$ cat config.mk
export PLATFORM = sky130hd
export DESIGN_NAME = rab_lookup_ctrl
export DESIGN_NICKNAME = d
export VERILOG_FILES = /design/src/rtl/rab_pkg.sv /design/src/rtl/rab_miss_fifo.sv /design/src/rtl/rab_lookup_ctrl.sv
export SDC_FILE = /design/constraint.sdc
export NUM_CORES = 1
export LEC_CHECK = 0
export ABC_AREA = 1
export ABC_CLOCK_PERIOD_IN_PS = 2300
export CORE_UTILIZATION = 44
export CTS_BUF_LIST = sky130_fd_sc_hd__clkbuf_2 sky130_fd_sc_hd__clkbuf_4 sky130_fd_sc_hd__clkbuf_8
export CTS_CLUSTER_DIAMETER = 50
export DETAILED_ROUTE_END_ITERATION = 16
export HOLD_SLACK_MARGIN = 0.03
export PLACE_DENSITY = 0.72
export SYNTH_ARGS = -nofsm -noshare
export SYNTH_HDL_FRONTEND = slang
export SYNTH_SLANG_ARGS = --single-unit
$ cat constraint.sdc
create_clock -name Clk_CI -period 2.3 [get_ports Clk_CI]
set_input_delay 0.46 -clock Clk_CI [delete_from_list [all_inputs] [get_ports Clk_CI]]
set_output_delay 0.46 -clock Clk_CI [all_outputs]
set_load 0.05 [all_outputs]
$ cat src/rtl/rab_pkg.sv
// Shared types for the RAB lookup front-end.
// Fault causes, FSM states and AXI burst encodings.
package rab_pkg;

  typedef enum logic [1:0] {
    CAUSE_MISS  = 2'b00,
    CAUSE_PROT  = 2'b01,
    CAUSE_MULTI = 2'b10,
    CAUSE_WRAP  = 2'b11
  } cause_e;

  typedef enum logic [1:0] {
    ST_IDLE   = 2'b00,
    ST_LOOKUP = 2'b01,
    ST_RESP   = 2'b10
  } state_e;

  localparam logic [1:0] BURST_FIXED = 2'b00;
  localparam logic [1:0] BURST_INCR  = 2'b01;
  localparam logic [1:0] BURST_WRAP  = 2'b10;

endpackage

$ cat src/rtl/rab_miss_fifo.sv
// Synchronous FIFO holding translation-fault records.
// A pop in the same cycle frees a slot for a push when full.
module rab_miss_fifo #(
  parameter int WIDTH = 41,
  parameter int DEPTH = 4
) (
  input  logic             clk,
  input  logic             rst_n,
  input  logic             push,
  input  logic [WIDTH-1:0] wdata,
  input  logic             pop,
  output logic [WIDTH-1:0] rdata,
  output logic             full,
  output logic             empty
);

  localparam int AW = $clog2(DEPTH);
  localparam logic [AW:0] ONE = {{AW{1'b0}}, 1'b1};

  logic [AW:0]      wr_q;
  logic [AW:0]      rd_q;
  logic [WIDTH-1:0] mem_q [DEPTH];
  logic             pop_en;
  logic             push_en;

  assign empty = (wr_q == rd_q);
  assign full  = (wr_q[AW] != rd_q[AW]) &&
                 (wr_q[AW-1:0] == rd_q[AW-1:0]);

  assign pop_en  = pop & ~empty;
  assign push_en = push & (~full | pop_en);
  assign rdata   = mem_q[rd_q[AW-1:0]];

  always_ff @(posedge clk or negedge rst_n) begin
    if (!rst_n) begin
      wr_q <= '0;
      rd_q <= '0;
      for (int i = 0; i < DEPTH; i++) begin
        mem_q[i] <= '0;
      end
    end else begin
      if (push_en) begin
        mem_q[wr_q[AW-1:0]] <= wdata;
        wr_q <= wr_q + ONE;
      end
      if (pop_en) begin
        rd_q <= rd_q + ONE;
      end
    end
  end

endmodule

$ cat src/rtl/rab_lookup_ctrl.sv
// RAB lookup front-end: burst window, slice lookup, result routing.
// Faults go to the error port and are logged in the miss FIFO.
module rab_lookup_ctrl
  import rab_pkg::*;
#(
  parameter int N_SLICES        = 16,
  parameter int ADDR_WIDTH_VIRT = 32,
  parameter int ADDR_WIDTH_PHYS = 40,
  parameter int ID_WIDTH        = 8,
  parameter int MISS_FIFO_DEPTH = 4
) (
  input  logic                       Clk_CI,
  input  logic                       Rst_RBI,
  input  logic                       req_valid_i,
  output logic                       req_ready_o,
  input  logic [ADDR_WIDTH_VIRT-1:0] req_addr_i,
  input  logic [7:0]                 req_len_i,
  input  logic [2:0]                 req_size_i,
  input  logic [1:0]                 req_burst_i,
  input  logic [ID_WIDTH-1:0]        req_id_i,
  input  logic                       req_rw_i,
  output logic                       lookup_rw_o,
  output logic [ADDR_WIDTH_VIRT-1:0] lookup_addr_min_o,
  output logic [ADDR_WIDTH_VIRT-1:0] lookup_addr_max_o,
  input  logic [N_SLICES-1:0]        lookup_hit_i,
  input  logic [N_SLICES-1:0]        lookup_prot_i,
  input  logic                       lookup_multi_hit_i,
  input  logic [ADDR_WIDTH_PHYS-1:0] lookup_out_addr_i,
  input  logic                       lookup_coherent_i,
  output logic                       fwd_valid_o,
  input  logic                       fwd_ready_i,
  output logic [ADDR_WIDTH_PHYS-1:0] fwd_addr_o,
  output logic [ID_WIDTH-1:0]        fwd_id_o,
  output logic                       fwd_coherent_o,
  output logic                       err_valid_o,
  input  logic                       err_ready_i,
  output logic [ID_WIDTH-1:0]        err_id_o,
  output logic [1:0]                 err_cause_o,
  output logic                       miss_valid_o,
  input  logic                       miss_ready_i,
  output logic [ADDR_WIDTH_VIRT-1:0] miss_addr_o,
  output logic [ID_WIDTH-1:0]        miss_id_o,
  output logic                       miss_rw_o,
  output logic                       miss_overflow_o,
  input  logic                       miss_overflow_clr_i
);

  localparam int AV = ADDR_WIDTH_VIRT;
  localparam int AP = ADDR_WIDTH_PHYS;
  localparam int SW = AV + 1;
  localparam int EW = AV + ID_WIDTH + 1;

  state_e              state_q;
  state_e              state_d;
  logic                accept;
  logic                capture;
  logic                done;

  logic [SW-1:0]       bytes;
  logic [SW-1:0]       base;
  logic [SW-1:0]       sum;

  logic [AV-1:0]       addr_min_q;
  logic [AV-1:0]       addr_max_q;
  logic                wrap_q;
  logic [ID_WIDTH-1:0] id_q;
  logic                rw_q;

  logic                fwd_valid_q;
  logic [AP-1:0]       fwd_addr_q;
  logic [ID_WIDTH-1:0] fwd_id_q;
  logic                fwd_coh_q;
  logic                err_valid_q;
  logic [ID_WIDTH-1:0] err_id_q;
  cause_e              err_cause_q;
  logic                ovf_q;

  cause_e              cause;
  logic                fwd_hit;
  logic                push;
  logic                pop;
  logic                fifo_full;
  logic                fifo_empty;
  logic                ovf_set;
  logic [EW-1:0]       fifo_rdata;

  // Carry out of the (AV+1)-bit sum flags a window crossing the top
  always_comb begin
    bytes = '0;
    if (req_burst_i == BURST_FIXED) begin
      bytes = SW'(1) << req_size_i;
    end else begin
      bytes = SW'({1'b0, req_len_i} + 9'd1) << req_size_i;
    end
    base = {1'b0, req_addr_i};
    if (req_burst_i == BURST_WRAP) begin
      base = base & ~(bytes - SW'(1));
    end
    sum = base + bytes - SW'(1);
  end

  always_comb begin
    cause   = CAUSE_MISS;
    fwd_hit = 1'b0;
    priority case (1'b1)
      wrap_q:             cause   = CAUSE_WRAP;
      lookup_multi_hit_i: cause   = CAUSE_MULTI;
      |lookup_hit_i:      fwd_hit = 1'b1;
      |lookup_prot_i:     cause   = CAUSE_PROT;
      default:            cause   = CAUSE_MISS;
    endcase
  end

  always_ff @(posedge Clk_CI or negedge Rst_RBI) begin
    if (!Rst_RBI) begin
      state_q <= ST_IDLE;
    end else begin
      state_q <= state_d;
    end
  end

  always_comb begin
    state_d = state_q;
    accept  = 1'b0;
    capture = 1'b0;
    done    = 1'b0;
    unique case (state_q)
      ST_IDLE: begin
        if (req_valid_i) begin
          accept  = 1'b1;
          state_d = ST_LOOKUP;
        end
      end
      ST_LOOKUP: begin
        capture = 1'b1;
        state_d = ST_RESP;
      end
      ST_RESP: begin
        if ((fwd_valid_q && fwd_ready_i) ||
            (err_valid_q && err_ready_i)) begin
          done    = 1'b1;
          state_d = ST_IDLE;
        end
      end
      default: state_d = ST_IDLE;
    endcase
  end

  assign req_ready_o = Rst_RBI && (state_q == ST_IDLE);

  always_ff @(posedge Clk_CI or negedge Rst_RBI) begin
    if (!Rst_RBI) begin
      addr_min_q  <= '0;
      addr_max_q  <= '0;
      wrap_q      <= 1'b0;
      id_q        <= '0;
      rw_q        <= 1'b0;
      fwd_valid_q <= 1'b0;
      fwd_addr_q  <= '0;
      fwd_id_q    <= '0;
      fwd_coh_q   <= 1'b0;
      err_valid_q <= 1'b0;
      err_id_q    <= '0;
      err_cause_q <= CAUSE_MISS;
    end else begin
      if (accept) begin
        addr_min_q <= base[AV-1:0];
        addr_max_q <= sum[AV-1:0];
        wrap_q     <= sum[AV];
        id_q       <= req_id_i;
        rw_q       <= req_rw_i;
      end
      if (capture) begin
        if (fwd_hit) begin
          fwd_valid_q <= 1'b1;
          fwd_addr_q  <= lookup_out_addr_i;
          fwd_id_q    <= id_q;
          fwd_coh_q   <= lookup_coherent_i;
        end else begin
          err_valid_q <= 1'b1;
          err_id_q    <= id_q;
          err_cause_q <= cause;
        end
      end
      if (done) begin
        fwd_valid_q <= 1'b0;
        err_valid_q <= 1'b0;
      end
    end
  end

  assign push    = capture & ~fwd_hit;
  assign pop     = miss_ready_i & ~fifo_empty;
  assign ovf_set = push & fifo_full & ~pop;

  // Set wins over a same-cycle clear
  always_ff @(posedge Clk_CI or negedge Rst_RBI) begin
    if (!Rst_RBI) begin
      ovf_q <= 1'b0;
    end else if (ovf_set) begin
      ovf_q <= 1'b1;
    end else if (miss_overflow_clr_i) begin
      ovf_q <= 1'b0;
    end
  end

  rab_miss_fifo #(
    .WIDTH (EW),
    .DEPTH (MISS_FIFO_DEPTH)
  ) u_miss_fifo (
    .clk   (Clk_CI),
    .rst_n (Rst_RBI),
    .push  (push),
    .wdata ({addr_min_q, id_q, rw_q}),
    .pop   (miss_ready_i),
    .rdata (fifo_rdata),
    .full  (fifo_full),
    .empty (fifo_empty)
  );

  assign lookup_rw_o       = rw_q;
  assign lookup_addr_min_o = addr_min_q;
  assign lookup_addr_max_o = addr_max_q;

  assign fwd_valid_o    = fwd_valid_q;
  assign fwd_addr_o     = fwd_addr_q;
  assign fwd_id_o       = fwd_id_q;
  assign fwd_coherent_o = fwd_coh_q;

  assign err_valid_o = err_valid_q;
  assign err_id_o    = err_id_q;
  assign err_cause_o = err_cause_q;

  assign miss_valid_o    = ~fifo_empty;
  assign miss_addr_o     = fifo_rdata[EW-1 -: AV];
  assign miss_id_o       = fifo_rdata[ID_WIDTH:1];
  assign miss_rw_o       = fifo_rdata[0];
  assign miss_overflow_o = ovf_q;

endmodule

==> metrics.md <==
| Metric | Value |
|---|---|
| CTS tree | done |
| First-pass GRT wire length | between 90000 and 100000 um |
| Ys async rst share | 1.000 |
| Clk sinks | 308 |
| Post-route DRC | 0 |
| Slack of the worst reg-to-reg path | around 100 ps |
| Vias in the first global route | between 15000 and 20000 |
| Share of layout cells above drive strength 1 | 0.4029 |
| Max H-tree Level | 2 |
| # port buffers | between 300 and 400 |
| Nets | approximately 2700 |
| Die Y | between 150 and 200 um |
| Ys Warns | 0 |
| Peak VDD IR | between 0.9 and 1 mV |
| Yosys reg bits | approximately 310 |
| Failing checks | negative setup slack |
| CP max FO | 4 |
| Post-synth EDFFs | 0 |
| Multi-input logic area | slightly below 10000 sq um |
| Post-synth top area share | 0.4772 |
| Cell row count | 69 |
| Placed Instance Area | roughly 22000 sq um |
| Initial core utilization | 0.4508 |
| Core area | 35830 sq um |
| Cells after Synth | roughly 1900 |
| Initial antenna violation count | 1 |
| Top-count cell post-synth | nand2_1 |
| Post-route ant nets | 0 |
| Crit path arrival time | approximately 4000 ps |
| Fin crit share | 1.533 |
| Gr usage total | 0.3155 |
| Crit end category | flip-flop |
| CP max stage cell | ha_1 |
| Fillers | approximately 2400 |
| Pre-CTS setup slack | -2471 ps |
| Register area | 7710 sq um |
| Area leader, netlist | dfrtp_1 |
| Worst path top cell family by delay | simple AND/OR/NAND/NOR gates |
| Final setup viols | 74 |
| Die span in x | approximately 190 um |
| Max Clk Rate | approximately 0.28 GHz |
| Synth Net Count | ~2100 |
| Final worst-path setup slack | -1226 ps |
| Pwr/cell area | 1502 nW/um^2 |
| I/O Pins | slightly above 300 |
| Clock Latency Late Sink | between 600 and 700 ps |
| Placed instance count | 2817 |
| Non-filler instance count after layout | 3042 |
| Slew Limit Fails | 0 |
| Routed len/inst | slightly below 20 um |
| GR Overflow Total | 0 |
| RSZ-0062 raised after global routing | yes |
| Worst hold path class | in2reg |
| Root buffer cell | clkbuf_8 |
| Sequential share of the synthesized area | 0.4772 |
| CTS Buffer Depth | 3 |
| Avg Synthesized Cell Area | about 8.5 sq um |
| Slew HR | 0.3356 |
| Clk slew on worst S/H paths | around 60 ps |
| Max-Cap Viols | 0 |
| Cell variety after synth | 49 |
| CP Buf/Inv Count | 5 |
| Final hold vios | 0 |
| TritonRoute pass-1 iters | 6 |
| Main area contributors after synthesis | dfrtp_1 (48%), nand2_1 (13%), mux2_2 (6.3%), o21ai_0 (4.8%), ha_1 (3.7%) |
| TritonCTS Buffers | 53 |
| Via count | ~16000 |
| Routed vias/inst | 5.399 |
| Ys flop type | dfrtp_1 |
| CP Launch Type | input port |
| # diodes | 0 |
| Mapped cell area | between 15000 and 20000 sq um |
| GPL Wtd Cong | 0.9556 |
| Largest net degree at the start of global routing | ~180 |
| Status | finished, violations left |
| Die area | between 30000 and 40000 sq um |
| Worst Clk Skew | 24.74 ps |
| Pleak | approximately 0.013 uW |
| DRT iter0 DRCs | 1093 |
| Post-synth top cells | nand2_1 (580), dfrtp_1 (308), o21ai_0 (154) |
| Final instance area | approximately 27000 sq um |
| Final min period | ~3500 ps |
| Area grow syn2layout | 66.33% |
| HPWL reported at the end of detailed placement | approximately 37000 um |
| Routed wire length | approximately 60000 um |
| Least-Margin Pin Slew | 996.7 ps |
| Crit Path Class | in2reg |
| Critical Path Max Stage Delay | between 300 and 400 ps |
| Worst EP required | about 2800 ps |
path summary, 6_finish.rpt:
| path | startpoint | endpoint | depth (start not counted) |
|---|---|---|---|
| setup reg to reg | u_miss_fifo.rd_q[0] | u_miss_fifo.mem_q[79] | 10 |
| min in group asynchronous | Rst_RBI | miss_overflow_o | 3 |
| hold / removal | lookup_out_addr_i[2] | fwd_addr_o[2] | 3 |
| max in group asynchronous | Rst_RBI | lookup_addr_min_o[0] | 3 |
| hold reg to reg | err_id_o[5] | err_id_o[5] | 2 |
| setup / recovery | req_len_i[1] | lookup_addr_max_o[28] | 27 |
what timing repair did:
action / in CTS / in global routing
gates resized for setup: 582 / 185
gates cloned: 25 / 2
hold buffers: 1 / 0
endpoints found under the setup margin: 131 / 189
setup buffers: 83 / 46
pin swaps: 129 / 76
endpoints found under the hold margin: 76 / 0
cells by family (layout without fill, tap and decap cells):
logic type / Yosys count / after routing / share of synthesized area
DFF: 308 / 308 / 0.4772
xor gates and xnor gates: 25 / 25 / 0.01356
and+or+nand+nor: 910 / 910 / 0.2446
adders and majority gates: 49 / 49 / 0.03843
AOI/OAI and AO/OA: 316 / 316 / 0.1100
muxes: 96 / 96 / 0.06693
buffers and inverters: 202 / 877 / 0.04927
area by class of cell:
| class | instances | area share |
|---|---|---|
| clock buffers | 83 | 0.03950 |
| repair inverters | 1 | 0.0007452 |
| repair buffers | 662 | 0.2562 |
| well taps | 461 | 0.02147 |
| multi-input cells | 1396 | 0.3704 |
| clock inverters | 16 | 0.007219 |
| inverters | 115 | 0.01747 |
| flip-flops and latches | 308 | 0.2870 |
routing by layer:
layer | routed length, um | GRT usage
met1 | 24140 | 0.3810
met2 | 29800 | 0.5506
met3 | 3904 | 0.05771
met4 | 2435 | 0.1354
met5 | 11 | 0
state kept, by name, summed over array words and instances, names as in the netlist:
name	flops
u_miss_fifo.mem_q	164
fwd_addr_o	40
lookup_addr_max_o	32
lookup_addr_min_o	32
err_id_o	8
fwd_id_o	8
id_q	8
u_miss_fifo.rd_q	3
u_miss_fifo.wr_q	3
err_cause_o	2
state_q	2
err_valid_o	1
fwd_coherent_o	1
fwd_valid_o	1
lookup_rw_o	1
miss_overflow_o	1
wrap_q	1
placed cells by master (no fill, tap or decap), types with 8 or more instances in the layout:
| master | count |
|---|---|
| o22ai_2 | 36 |
| xnor2_1 | 8 |
| o21ai_4 | 22 |
| buf_4 | 245 |
| nand2_4 | 16 |
| dfrtp_1 | 306 |
| nand3_4 | 10 |
| mux2_2 | 90 |
| nand3_2 | 40 |
| o21ai_0 | 51 |
| nor2_1 | 74 |
| ha_4 | 24 |
| inv_2 | 18 |
| buf_6 | 86 |
| o21ai_1 | 61 |
| inv_1 | 88 |
| nand3_1 | 57 |
| a21oi_4 | 9 |
| clkinv_2 | 8 |
| nand2_1 | 517 |
| o21ai_2 | 49 |
| a21oi_2 | 11 |
| clkbuf_8 | 70 |
| clkdlybuf4s50_1 | 203 |
| buf_8 | 11 |
| clkbuf_4 | 13 |
| a21oi_1 | 21 |
| ha_1 | 22 |
| nor2_4 | 49 |
| nand4_1 | 16 |
| nor2_2 | 25 |
| buf_16 | 17 |
| nand2_2 | 70 |
| buf_12 | 42 |
| o21a_1 | 29 |
| dlygate4sd2_1 | 41 |
through the flow:
stage | util | hold slack (ps) | total power, uW | setup TNS (ps)
6_report | 0.7498 | 403.1 | 40340 | -35280
5_1_grt | 0.7498 | 369.4 | 42070 | -43000
4_1_cts | 0.7262 | 371.2 | 39250 | -30200
3_5_place_dp | 0.6074 | 458.0 | 28940 | -179300
3_3_place_gp | 0.6074 | 452.7 | 28590 | -164310
2_1_floorplan | - | 164.4 | 21720 | -32320
power by group:
| part | total, uW | internal (uW) | leakage (uW) | switching, uW |
|---|---|---|---|---|
| Combinational | 24200 | 9890 | 0.00810 | 14400 |
| Sequential | 10300 | 7980 | 0.00387 | 2370 |
| Clock | 5740 | 3390 | 0.000652 | 2350 |
worst min-delay path, stage by stage:
cell and delay, ps:
clkdlybuf4s50_1 400, nand2_1 60, nand2_1 40
Note: power is estimated with default switching activity, not from simulation.
